$ cat config.mk
export PLATFORM = sky130hd
export DESIGN_NAME = button_event_scheduler
export DESIGN_NICKNAME = d
export VERILOG_FILES = /design/src/rtl/button_event_scheduler_pkg.sv /design/src/rtl/button_event_scheduler_cell.sv /design/src/rtl/button_event_scheduler.sv
export SDC_FILE = /design/constraint.sdc
export NUM_CORES = 1
export LEC_CHECK = 0
export CAP_MARGIN = 20
export CELL_PAD_IN_SITES_DETAIL_PLACEMENT = 1
export CELL_PAD_IN_SITES_GLOBAL_PLACEMENT = 1
export CORE_UTILIZATION = 37
export DETAILED_ROUTE_END_ITERATION = 6
export GPL_ROUTABILITY_DRIVEN = 0
export PLACE_DENSITY = 0.83
export SKIP_LAST_GASP = 1
export SLEW_MARGIN = 25
export SYNTH_ARGS = -nofsm -noshare
export SYNTH_HDL_FRONTEND = slang
export SYNTH_SLANG_ARGS = --single-unit
$ cat constraint.sdc
create_clock -name clk -period 1.4 [get_ports clk]
set_clock_uncertainty 0.05 [all_clocks]
set_input_delay 0.28 -clock clk [delete_from_list [all_inputs] [get_ports clk]]
set_output_delay 0.28 -clock clk [all_outputs]
set_load 0.02 [all_outputs]
$ cat src/rtl/button_event_scheduler_pkg.sv
// Shared constants for the button event scheduler: event type encoding and default sizing.
package button_pkg;

  typedef enum logic {
    EV_PRESS = 1'b0,
    EV_LONG  = 1'b1
  } ev_type_e;

  localparam int DEF_NUM_BTN     = 4;
  localparam int DEF_HOLD_CYCLES = 50000000;

endpackage

$ cat src/rtl/button_event_scheduler_cell.sv
// Per-button tracker: edge detect, pending PRESS/LONG flags and sticky overrun.
// Hold counter and LONG flag exist only when BUTTON_LONG_PRESS_EN is defined.
module button_event_cell
  import button_pkg::*;
#(
  parameter int HOLD_CYCLES = DEF_HOLD_CYCLES
) (
  input  logic clk,
  input  logic reset,
  input  logic btn,
  input  logic clr_press,
  input  logic clr_long,
  input  logic clr_overrun,
  output logic pend_press,
  output logic pend_long,
  output logic overrun
);

  logic r_prev;
  logic r_pend_press;
  logic r_overrun;
  logic w_press_set;
  logic w_press_ovr;
  logic w_long_ovr;

  assign w_press_set = btn & ~r_prev;
  assign w_press_ovr = w_press_set & r_pend_press & ~clr_press;

  // prev resets high so a button held through reset release is not seen as a press
  always_ff @(posedge clk) begin
    if (!reset) begin
      r_prev       <= 1'b1;
      r_pend_press <= 1'b0;
      r_overrun    <= 1'b0;
    end else begin
      r_prev       <= btn;
      r_pend_press <= w_press_set | (r_pend_press & ~clr_press);
      r_overrun    <= (r_overrun & ~clr_overrun) | w_press_ovr | w_long_ovr;
    end
  end

`ifdef BUTTON_LONG_PRESS_EN
  localparam int                CNT_W    = $clog2(HOLD_CYCLES + 1);
  localparam logic [CNT_W-1:0]  HOLD_VAL = CNT_W'(HOLD_CYCLES);

  logic [CNT_W-1:0] r_cnt;
  logic             r_pend_long;
  logic             w_count;
  logic             w_long_set;

  // counting is armed by a real press edge, so a hold across reset never goes LONG
  assign w_count    = btn & (w_press_set | (r_cnt != '0));
  assign w_long_set = w_count & (r_cnt == HOLD_VAL - 1'b1);
  assign w_long_ovr = w_long_set & r_pend_long & ~clr_long;

  always_ff @(posedge clk) begin
    if (!reset) begin
      r_cnt       <= '0;
      r_pend_long <= 1'b0;
    end else begin
      if (!btn) begin
        r_cnt <= '0;
      end else if (w_count && (r_cnt != HOLD_VAL)) begin
        r_cnt <= r_cnt + 1'b1;
      end
      r_pend_long <= w_long_set | (r_pend_long & ~clr_long);
    end
  end

  assign pend_long = r_pend_long;
`else
  logic w_unused_long;

  assign w_unused_long = clr_long ^ (HOLD_CYCLES > 1);
  assign w_long_ovr    = 1'b0;
  assign pend_long     = 1'b0;
`endif

  assign pend_press = r_pend_press;
  assign overrun    = r_overrun;

endmodule

$ cat src/rtl/button_event_scheduler.sv
// Button event scheduler: per-button cells feeding a round-robin arbiter with a registered
// valid/ready event output. LONG events only when BUTTON_LONG_PRESS_EN is defined.
module button_event_scheduler
  import button_pkg::*;
#(
  parameter int NUM_BTN     = DEF_NUM_BTN,
  parameter int HOLD_CYCLES = DEF_HOLD_CYCLES
) (
  input  logic                       clk,
  input  logic                       reset,
  input  logic [NUM_BTN-1:0]         btn_clean,
  output logic                       ev_valid,
  input  logic                       ev_ready,
  output logic [$clog2(NUM_BTN)-1:0] ev_btn,
  output logic                       ev_type,
  output logic [NUM_BTN-1:0]         ev_overrun,
  input  logic                       clr_overrun
);

  localparam int BW = $clog2(NUM_BTN);

  logic [NUM_BTN-1:0] w_pend_press;
  logic [NUM_BTN-1:0] w_pend_long;
  logic [NUM_BTN-1:0] w_overrun;
  logic [BW-1:0]      r_rr_ptr;
  logic [BW-1:0]      r_btn;
  logic               r_valid;
  ev_type_e           r_type;
  logic               w_hs;
  logic               w_found;
  logic [BW-1:0]      w_sel;
  logic [BW-1:0]      w_idx;
  ev_type_e           w_sel_type;

  assign w_hs = r_valid & ev_ready;

  for (genvar i = 0; i < NUM_BTN; i++) begin : g_cell
    button_event_cell #(
      .HOLD_CYCLES(HOLD_CYCLES)
    ) u_cell (
      .clk        (clk),
      .reset      (reset),
      .btn        (btn_clean[i]),
      .clr_press  (w_hs && (r_btn == BW'(i)) && (r_type == EV_PRESS)),
      .clr_long   (w_hs && (r_btn == BW'(i)) && (r_type == EV_LONG)),
      .clr_overrun(clr_overrun),
      .pend_press (w_pend_press[i]),
      .pend_long  (w_pend_long[i]),
      .overrun    (w_overrun[i])
    );
  end

  // first requesting button at or after rr_ptr; PRESS outranks LONG within a button
  always_comb begin
    int j;
    j          = 0;
    w_idx      = '0;
    w_found    = 1'b0;
    w_sel      = '0;
    w_sel_type = EV_PRESS;
    for (int k = 0; k < NUM_BTN; k++) begin
      j = int'(r_rr_ptr) + k;
      if (j >= NUM_BTN) begin
        j = j - NUM_BTN;
      end
      w_idx = BW'(j);
      if (!w_found && (w_pend_press[w_idx] || w_pend_long[w_idx])) begin
        w_found    = 1'b1;
        w_sel      = w_idx;
        w_sel_type = w_pend_press[w_idx] ? EV_PRESS : EV_LONG;
      end
    end
  end

  // after a handshake the slot idles one cycle so the cleared pending bit is settled
  always_ff @(posedge clk) begin
    if (!reset) begin
      r_valid  <= 1'b0;
      r_btn    <= '0;
      r_type   <= EV_PRESS;
      r_rr_ptr <= '0;
    end else if (r_valid) begin
      if (ev_ready) begin
        r_valid  <= 1'b0;
        r_rr_ptr <= (r_btn == BW'(NUM_BTN - 1)) ? '0 : r_btn + 1'b1;
      end
    end else if (w_found) begin
      r_valid <= 1'b1;
      r_btn   <= w_sel;
      r_type  <= w_sel_type;
    end
  end

  assign ev_valid   = r_valid;
  assign ev_btn     = r_btn;
  assign ev_overrun = w_overrun;
`ifdef BUTTON_LONG_PRESS_EN
  assign ev_type    = r_type;
`else
  assign ev_type    = EV_PRESS;
`endif

endmodule
==> results of run 1 <==
routing by layer:
layer	track usage, %	up-vias	part of all wire (%)
li1	-	371	-
met1	22.68	333	48
met2	31.33	11	49
met3	2.727	2	3.1
met4	5.714	0	0.55
met5	0	-	0
what timing repair did:
item / in CTS / in global routing
setup endpoints to repair: 8 / 8
gates resized for setup: 9 / 13
setup buffers: 0 / 0
cell families (layout without fill, tap and decap cells):
kind of cell | Yosys count | in the layout | share of synthesized area, %
buf+inv | 16 | 37 | 9.184
compound gates | 25 | 25 | 18.66
simple gates | 35 | 35 | 23.91
other cells | 1 | 1 | 0.4369
flops | 18 | 18 | 41.98
fa+ha+maj | 4 | 4 | 5.831
worst max-delay path, stage by stage (launching register included):
cell and delay (ns):
dfxtp_4 0.38, buf_4 0.15, and2b_1 0.20, a31oi_1 0.10, o32a_1 0.31, a21oi_2 0.11
layout by cell type (no fill, tap or decap), types with 3 or more instances in the layout:
cell and instances:
nand2b_1 10, a21oi_1 4, and2_1 5, dfxtp_1 14, inv_1 10, o22ai_1 5
dlygate4sd2_1 5, o21ai_1 4, clkdlybuf4s50_1 7, a21boi_0 5, ha_1 4, dfxtp_2 3
nand2_1 8, buf_4 9, clkbuf_4 3
state kept, by name (all words and copies together) (netlist names):
| name | cells |
|---|---|
| r_rr_ptr | 2 |
| r_type | 1 |
| ev_valid | 1 |
| ev_btn | 2 |
| g_cell.u_cell.overrun | 4 |
| g_cell.u_cell.r_prev | 4 |
| g_cell.u_cell.pend_press | 4 |
path summary, 6_finish.rpt:
| check | start | end | slack [ns] | depth (start not counted) |
|---|---|---|---|---|
| max | g_cell[3].u_cell.pend_press | ev_btn[1] | 0.04 | 5 |
| min | r_type | r_type | 0.42 | 2 |
| max reg2reg | g_cell[3].u_cell.pend_press | ev_btn[1] | 0.04 | 5 |
| min reg2reg | r_type | r_type | 0.42 | 2 |
stage by stage:
step | setup WS (ns) | utilization (%) | TNS [ns] | hold slack [ns] | total power [mW]
floorplan | 0.07818 | - | 0 | 0.3030 | 0.6990
global placement | -0.1438 | 48.37 | -0.6079 | 0.3840 | 0.8017
detailed placement | -0.2492 | 48.37 | -1.205 | 0.3988 | 0.8104
CTS | -0.05348 | 49.97 | -0.05348 | 0.4147 | 1.127
global route | -0.02172 | 50.83 | -0.02172 | 0.4475 | 1.195
finish | 0.04328 | 50.83 | 0 | 0.4157 | 1.128
final cells by class:
class	count	area (um2)
multi-input cells	65	440.4
well taps	28	35.03
flip-flops and latches	18	367.9
inverters	10	37.54
fillers	268	1077
repair buffers	23	196.4
clock buffers	4	36.28
power by group through the flow:
| stage | Clock, mW | Sequential [mW] | Combinational, mW |
|---|---|---|---|
| 2_1_floorplan | 0 | 0.599 | 0.100 |
| 3_3_place_gp | 0 | 0.581 | 0.221 |
| 3_5_place_dp | 0 | 0.583 | 0.227 |
| 4_1_cts | 0.331 | 0.573 | 0.222 |
| 5_1_grt | 0.355 | 0.584 | 0.256 |
| 6_report | 0.321 | 0.578 | 0.229 |
==> impl_metrics.ini, run 1 <==
[synthesis]
ys_ff_latch = 18
yosys.area.top_type_share_pct = 41.98
synthArstFlopShare_pct = 0
synth_edf_count = 0
synth.most_common_cell = dfxtp_1
synthFlopType = dfxtp_1
ys_seq_area_share_pct = 41.98
synthTopCellsByCount = 18 x dfxtp_1, 10 x inv_1, 10 x nand2b_1
synth_area_per_cell_um2 = 8.670
synth_area_leaders = dfxtp_1 42%, nand2b_1 7.3%, ha_1 5.8%
synth_top_area_cell = dfxtp_1
yosys_warnings = 0
syn_inst = 99
postSynthNetCount = 111
synthDistinctLibCells = 28
synthesis.area_um2 = 858.3

[timing]
fmax_ghz = 0.7371
rsz0062_at_grt = yes
setup_viol = 0
period_needed_ns = 1.357
drv_slew = 0
fin_crit_sh_pct = 96.91
finalHoldViolations = 0

[drt]
drtPass1Iterations = 4
drt_iter0_markers = 12
drt-wirelength-per-cell_um = 13.57
ant_nets = 0
finalWirelength_um = 2009
dr_total_vias = 717
drc_errors = 0
viasPerCell = 4.845

[setup_path]
criticalPathCategory = flop to flop
end_kind = flop
setup.worst_path.start_class = flop
cp_max_fo = 4
crit_required_ns = 1.58
worst_ep_arrival_time_ns = 1.54

[power]
p_clk_share_pct = 28.4
netSwitchingPower_uw = 313.6
comb_power_share_pct = 20.3
leakage_nw = 0.4515
power.density_mw_per_mm2 = 1013
cellInternalPower_uw = 814.5
seq_power_share_pct = 51.2
ir_drop_mv = 0.6039
swShare_pct = 27.80

[global_routing]
antenna_found_initial = 0
grt_max_degree = 12
grt_use_total_pct = 18.09
gr-total-overflow = 0
grt_pass1_vias = 760
grt_pass1_wl_um = 3463

[die]
top_level_ports = 16
core_mm2 = 0.002191
start_util_pct = 39.18
rows = 17
dieArea_mm2 = 0.002517
die_x_um = 50.17
fp.dieH_um = 50.17

[placement]
placed_cell_area_mm2 = 0.001060
dp.cells = 144
hpwl_um = 1516
portBuffers = 14

[worst_hold_path]
hp-class = flop to flop

[clock_network]
clock_path_buffers = 2
cts_buffers = 3
htree_levels = 1
cts_tree = yes
cts_root_buf = clkbuf_4
hold_buffers = 0
clkLatencyLatePin_ns = 0.29
cts.sinks = 18
clk_pin_slew_ns = 0.11

[final_layout]
final_nets = 133
syn2layout_area_growth_pct = 29.74
instances_no_fill = 148
antenna_cells = 0
final_layout_size_suffix_gt1_share_pct = 18.33
fin_area_mm2 = 0.001114

[run]
max-cap-violations = 0

[status]
status = complete, no violations
(Power assumes the default switching activity.)
==> run 2, diff against run 1 <==
--- a/config.mk
+++ b/config.mk
@@ -5,13 +5,14 @@
 export SDC_FILE = /design/constraint.sdc
 export NUM_CORES = 1
 export LEC_CHECK = 0
+export ABC_AREA = 1
 export CAP_MARGIN = 20
 export CELL_PAD_IN_SITES_DETAIL_PLACEMENT = 1
 export CELL_PAD_IN_SITES_GLOBAL_PLACEMENT = 1
 export CORE_UTILIZATION = 37
 export DETAILED_ROUTE_END_ITERATION = 6
 export GPL_ROUTABILITY_DRIVEN = 0
-export PLACE_DENSITY = 0.83
+export PLACE_DENSITY = 0.84
 export SKIP_LAST_GASP = 1
 export SLEW_MARGIN = 25
 export SYNTH_ARGS = -nofsm -noshare
==> run 2 against run 1 <==
Effect of this change: the run now ends with setup timing left; final cell count up 42%; first-iteration DRC count down 33%; fmax down 9.7%; count of clock-buffer cells in the layout unchanged; die area up 19%; utilization up 6.8 points; wire length up 81%; largest cell class unchanged; highest routed layer unchanged.
==> impl_metrics.ini, run 2 <==
[global_routing]
grt_use_total_pct = 22.83
grt_pass1_vias = 1022
grt_pass1_wl_um = 4719
gr-total-overflow = 0
antenna_found_initial = 0
grt_max_degree = 11

[drt]
dr_total_vias = 1091
drt-wirelength-per-cell_um = 17.29
drtPass1Iterations = 4
drc_errors = 0
viasPerCell = 5.195
finalWirelength_um = 3630
ant_nets = 0
drt_iter0_markers = 8

[final_layout]
final_common_cell = nand2_1
instances_no_fill = 210
final_layout_size_suffix_gt1_share_pct = 39.44
final_nets = 193
fin_area_mm2 = 0.001479
syn2layout_area_growth_pct = 43.27
final_cell_mix = 29 x nand2_1, 21 x buf_4, 17 x inv_1
antenna_cells = 0

[setup_path]
worst-r2r-setup-slack_ns = -0.10
r2r_end = ev_btn[0]
cp_cell_sequence = buf_4 -> nand2_1 -> nand3_2 -> nand2_4 -> nor2_8 -> nand3_2 -> nand2_1 -> nor2_2 -> nor2_1 -> nor2_1
setup.worst_path.start_class = flop
crit_required_ns = 1.56
crit_buf_inv = 1
cp_top_family = simple AND/OR/NAND/NOR gates
cp_max_fo = 5
slowest_delay_ns = 0.41
ff2ff_path_depth = 10
r2r-start = r_rr_ptr[0]
criticalPathCategory = flop to flop
worst_ep_arrival_time_ns = 1.67
critPathSlowestCell = dfxtp_4
end_kind = flop
crit_cells = 10

[synthesis]
ys_ff_latch = 18
ys_seq_area_share_pct = 34.91
synth_area_per_cell_um2 = 7.022
yosys.area.top_type_share_pct = 34.91
synthFlopType = dfxtp_1
postSynthNetCount = 159
synthesis.area_mm2 = 0.001032
synth_edf_count = 0
syn_inst = 147
synthArstFlopShare_pct = 0
yosys_warnings = 0
synth_top_area_cell = dfxtp_1
synth_area_leaders = dfxtp_1 35%, nand2_1 15%, inv_1 6.9%
synth.most_common_cell = nand2_1
synthTopCellsByCount = 41 x nand2_1, 19 x inv_1, 18 x dfxtp_1
synthDistinctLibCells = 22

[die]
start_util_pct = 40.20
rows = 18
dieArea_mm2 = 0.003005
die_x_um = 54.82
top_level_ports = 16
fp.dieH_um = 54.82
core_mm2 = 0.002567

[worst_hold_path]
holdPathStages = 2
hold_path_end = r_type
hold_start = r_type
hp-class = flop to flop

[clock_network]
clock_path_buffers = 2
cts_buffers = 3
clkLatencyLatePin_ns = 0.30
hold_buffers = 0
cts.sinks = 18
htree_levels = 1
clk_pin_slew_ns = 0.11
cts_tree = yes
cts_root_buf = clkbuf_4

[timing]
fin_crit_sh_pct = 107.3
drv_slew = 0
setup_ws_ns = -0.1020
rsz0062_at_grt = yes
fmax_ghz = 0.6658
tns_ns = -0.3241
holdWs_ns = 0.4090
finalHoldViolations = 0
period_needed_ns = 1.502
setup_viol = 5

[power]
power_mw = 1.899
leakage_nw = 0.7137
ir_drop_mv = 0.9100
power.density_mw_per_mm2 = 1284

[status]
status = complete, but fails checks
violations = setup timing

[placement]
dp.cells = 200
portBuffers = 14
placed_cell_area_mm2 = 0.001281
hpwl_um = 2135

[run]
max-cap-violations = 0
[run 2: tightest hold or removal path: stages, from the launching register on]
cell and delay (ns):
dfxtp_1 0.33, nand2_1 0.07, nor2_2 0.03
[run 2: cell type report]
| class | count | area, um2 |
|---|---|---|
| multi-input cells | 101 | 651.9 |
| well taps | 30 | 37.54 |
| clock buffers | 4 | 36.28 |
| repair buffers | 36 | 300.3 |
| fillers | 331 | 1089 |
| inverters | 21 | 83.83 |
| flip-flops and latches | 18 | 369.1 |
[run 2: kinds of logic (layout without fill, tap and decap cells)]
family | Yosys count | in the layout | synth area share, %
buffers and inverters | 28 | 61 | 12.36
DFF | 18 | 18 | 34.91
other | 1 | 1 | 0.3633
adders and majority gates | 4 | 4 | 4.849
AOI/OAI and AO/OA | 19 | 19 | 10.67
and+or+nand+nor | 77 | 77 | 36.85
[run 2: where the power goes]
group          switching (mW)  internal (mW)  leakage, nW
sequential             0.0519          0.569        0.150
combinational           0.556          0.383        0.543
clock                   0.180          0.159       0.0210
total                   0.788           1.11        0.714
[run 2: how the worst max path moves through the flow]
stage | from | to | slack (ns)
CTS | r_rr_ptr[0] | ev_btn[0] | -0.05
global placement | r_rr_ptr[0] | ev_btn[0] | -0.06
floorplan | r_rr_ptr[0] | ev_btn[1] | 0.07
global route | r_rr_ptr[0] | ev_btn[0] | -0.22
finish | r_rr_ptr[0] | ev_btn[0] | -0.10
detailed placement | r_rr_ptr[0] | ev_btn[0] | -0.16
[run 2: timing repair]
action / in CTS / in global routing
buffers inserted: 4 / 2
gates resized for setup: 22 / 25
hold endpoints to repair: 0 / 0
pin swaps: 11 / 17
setup endpoints to repair: 11 / 4
[run 2: metrics by stage]
stage / setup slack (ns) / utilization [%]
after floorplan: 0.06728 / -
after global placement: -0.06369 / 49.90
after detailed placement: -0.1552 / 49.90
after CTS: -0.05351 / 53.80
after global routing: -0.2227 / 57.60
final: -0.1020 / 57.60
[run 2: routing by layer]
| metal | track usage, % | vias up | wire length, um |
|---|---|---|---|
| li1 | - | 523 | - |
| met4 | 6.838 | 0 | 132 |
| met2 | 41.97 | 31 | 1886 |
| met1 | 25.49 | 520 | 1454 |
| met3 | 5.278 | 17 | 158 |
| met5 | 0 | - | 0 |
==> run 3, diff against run 2 <==
--- a/config.mk
+++ b/config.mk
@@ -9,10 +9,10 @@
 export CAP_MARGIN = 20
 export CELL_PAD_IN_SITES_DETAIL_PLACEMENT = 1
 export CELL_PAD_IN_SITES_GLOBAL_PLACEMENT = 1
-export CORE_UTILIZATION = 37
+export CORE_UTILIZATION = 33
 export DETAILED_ROUTE_END_ITERATION = 6
 export GPL_ROUTABILITY_DRIVEN = 0
-export PLACE_DENSITY = 0.84
+export PLACE_DENSITY = 0.8
 export SKIP_LAST_GASP = 1
 export SLEW_MARGIN = 25
 export SYNTH_ARGS = -nofsm -noshare
==> constraint.sdc (replaced) <==
create_clock -name clk -period 1.35 [get_ports clk]
set_clock_uncertainty 0.05 [all_clocks]
set_input_delay 0.27 -clock clk [delete_from_list [all_inputs] [get_ports clk]]
set_output_delay 0.27 -clock clk [all_outputs]
set_load 0.02 [all_outputs]
==> run 3 against run 2 <==
Effect of this change: the run ends with DRC, setup timing left; highest routed layer unchanged; worst hold slack improved by 0.012 ns; final cell count fell by 1.9%; non-clock buffer count shrank 5; critical path type unchanged; via count decreased by 9.7%; wire length is 28% lower; count of clock-buffer cells in the layout did not move; register-to-register slack better by 0.02 ns; clock power down 1%.
==> impl_metrics.ini, run 3 (synthesis gave the netlist of run 2 again) <==
[final_layout]
fillerInstances = 365
syn2layout_area_growth_pct = 37.82
antenna_cells = 0
final_common_cell = nand2_1
final_layout_size_suffix_gt1_share_pct = 34.86
instances_no_fill = 206
final_nets = 188
final_cell_mix = 29 x nand2_1, 18 x inv_1, 16 x dfxtp_1, 16 x buf_4, 12 x nand2_2
fin_area_mm2 = 0.001423

[worst_hold_path]
hold_path_end = g_cell[1].u_cell.overrun
holdPathStages = 2
hold_start = g_cell[1].u_cell.overrun
hp-class = flop to flop

[die]
dieArea_mm2 = 0.003356
die_x_um = 57.93
rows = 19
start_util_pct = 36.18
fp.dieH_um = 57.93
top_level_ports = 16
core_mm2 = 0.002853

[setup_path]
cp_max_fo = 8
end_kind = flop
worst-r2r-setup-slack_ns = -0.09
worst_ep_arrival_time_ns = 1.59
setup.worst_path.start_class = flop
r2r_end = ev_btn[1]
criticalPathCategory = flop to flop
crit_required_ns = 1.50
r2r-start = r_rr_ptr[0]
ff2ff_path_depth = 10

[clock_network]
cts_root_buf = clkbuf_4
clk_pin_slew_ns = 0.10
clock_path_buffers = 2
cts_buffers = 3
cts.sinks = 18
htree_levels = 1
clkLatencyLatePin_ns = 0.29
cts_tree = yes

[drt]
ant_nets = 0
drt_iter0_markers = 16
finalWirelength_um = 2597
drtPass1Iterations = 6
dr_total_vias = 985
drt-wirelength-per-cell_um = 12.61
drc_errors = 3
viasPerCell = 4.782

[global_routing]
gr-total-overflow = 0
grt_max_degree = 11
grt_use_total_pct = 17.77
antenna_found_initial = 0
grt_pass1_vias = 1049
grt_pass1_wl_um = 4588

[placement]
placed_cell_area_mm2 = 0.001282
dp.cells = 201
post-place-ws_ns = -0.2094
portBuffers = 14
hpwl_um = 2101

[timing]
setup_ws_ns = -0.08654
setup_viol = 4
drv_slew = 0
fin_crit_sh_pct = 106.4
finalHoldViolations = 0
period_needed_ns = 1.437
rsz0062_at_grt = yes
fmax_ghz = 0.6961

[power]
leakage_nw = 0.6943
ir_drop_mv = 0.8161
power.density_mw_per_mm2 = 1280

[run]
max-cap-violations = 0

[status]
violations = DRC, setup timing
status = complete, but fails checks
[run 3: cell types whose count changed in the layout (fill, tap and decap cells not counted), sizes merged]
| cell | change |
|---|---|
| buf | -5 |
[run 3: through the flow]
stage | TNS, ns | hold slack, ns | total power [mW] | util (%)
after detailed placement | -1.263 | 0.4135 | 1.395 | 44.96
after CTS | -0.2790 | 0.4271 | 1.801 | 48.64
after global placement | -0.4910 | 0.3975 | 1.355 | 44.96
final | -0.2000 | 0.4210 | 1.821 | 49.87
after global routing | -0.6013 | 0.4412 | 1.954 | 49.87
after floorplan | 0 | 0.3266 | 1.106 | -
[run 3: worst max path at each step]
stage                           start         to  slack (ns)  cells past startpoint
after floorplan           r_rr_ptr[0]  ev_btn[1]        0.02                     10
after global placement    r_rr_ptr[0]  ev_btn[0]       -0.09                     10
after detailed placement  r_rr_ptr[0]  ev_btn[1]       -0.21                     10
after CTS                 r_rr_ptr[0]  ev_btn[1]       -0.11                     11
after global routing      r_rr_ptr[0]  ev_btn[1]       -0.19                     10
final                     r_rr_ptr[0]  ev_btn[1]       -0.09                     10
[run 3: critical path, cell delays in order, from the launching register on]
cell	delay, ns
dfxtp_4	0.39
buf_8	0.14
nand2_2	0.07
nand3_2	0.09
nand2_4	0.08
nor2_8	0.14
nand3_4	0.11
nand2_4	0.09
nand2_2	0.05
nand2_2	0.08
nor2_2	0.03
[run 3: cell type report]
cell class	instances	area, um2	share of cell area, %
multi-input cells	101	631.9	44.42
flip-flops and latches	18	367.9	25.86
repair buffers	31	266.5	18.73
inverters	21	81.33	5.717
well taps	31	38.79	2.726
clock buffers	4	36.28	2.551
[run 3: routing by layer]
metal	track usage (%)	part of all wire (%)	up-vias
li1	-	-	513
met1	21.14	45	450
met2	32.02	49	18
met3	4.464	4.4	4
met4	4.082	1.0	0
met5	0	0	-
[run 3: what timing repair did]
item                       4_1_cts  5_1_grt
buffers inserted                 1        0
pin swaps                       11        5
resized for setup               31        9
gates cloned                     0        0
hold buffers                     0        0
setup endpoints to repair       11        4
hold endpoints to repair         0        0
[run 3: report_power, final]
group          leakage, nW  total, mW  switching, mW  internal, mW
registers            0.149      0.634         0.0444         0.590
clock network       0.0210      0.334          0.170         0.165
logic                0.524      0.852          0.497         0.355
total                0.694       1.82          0.711          1.11
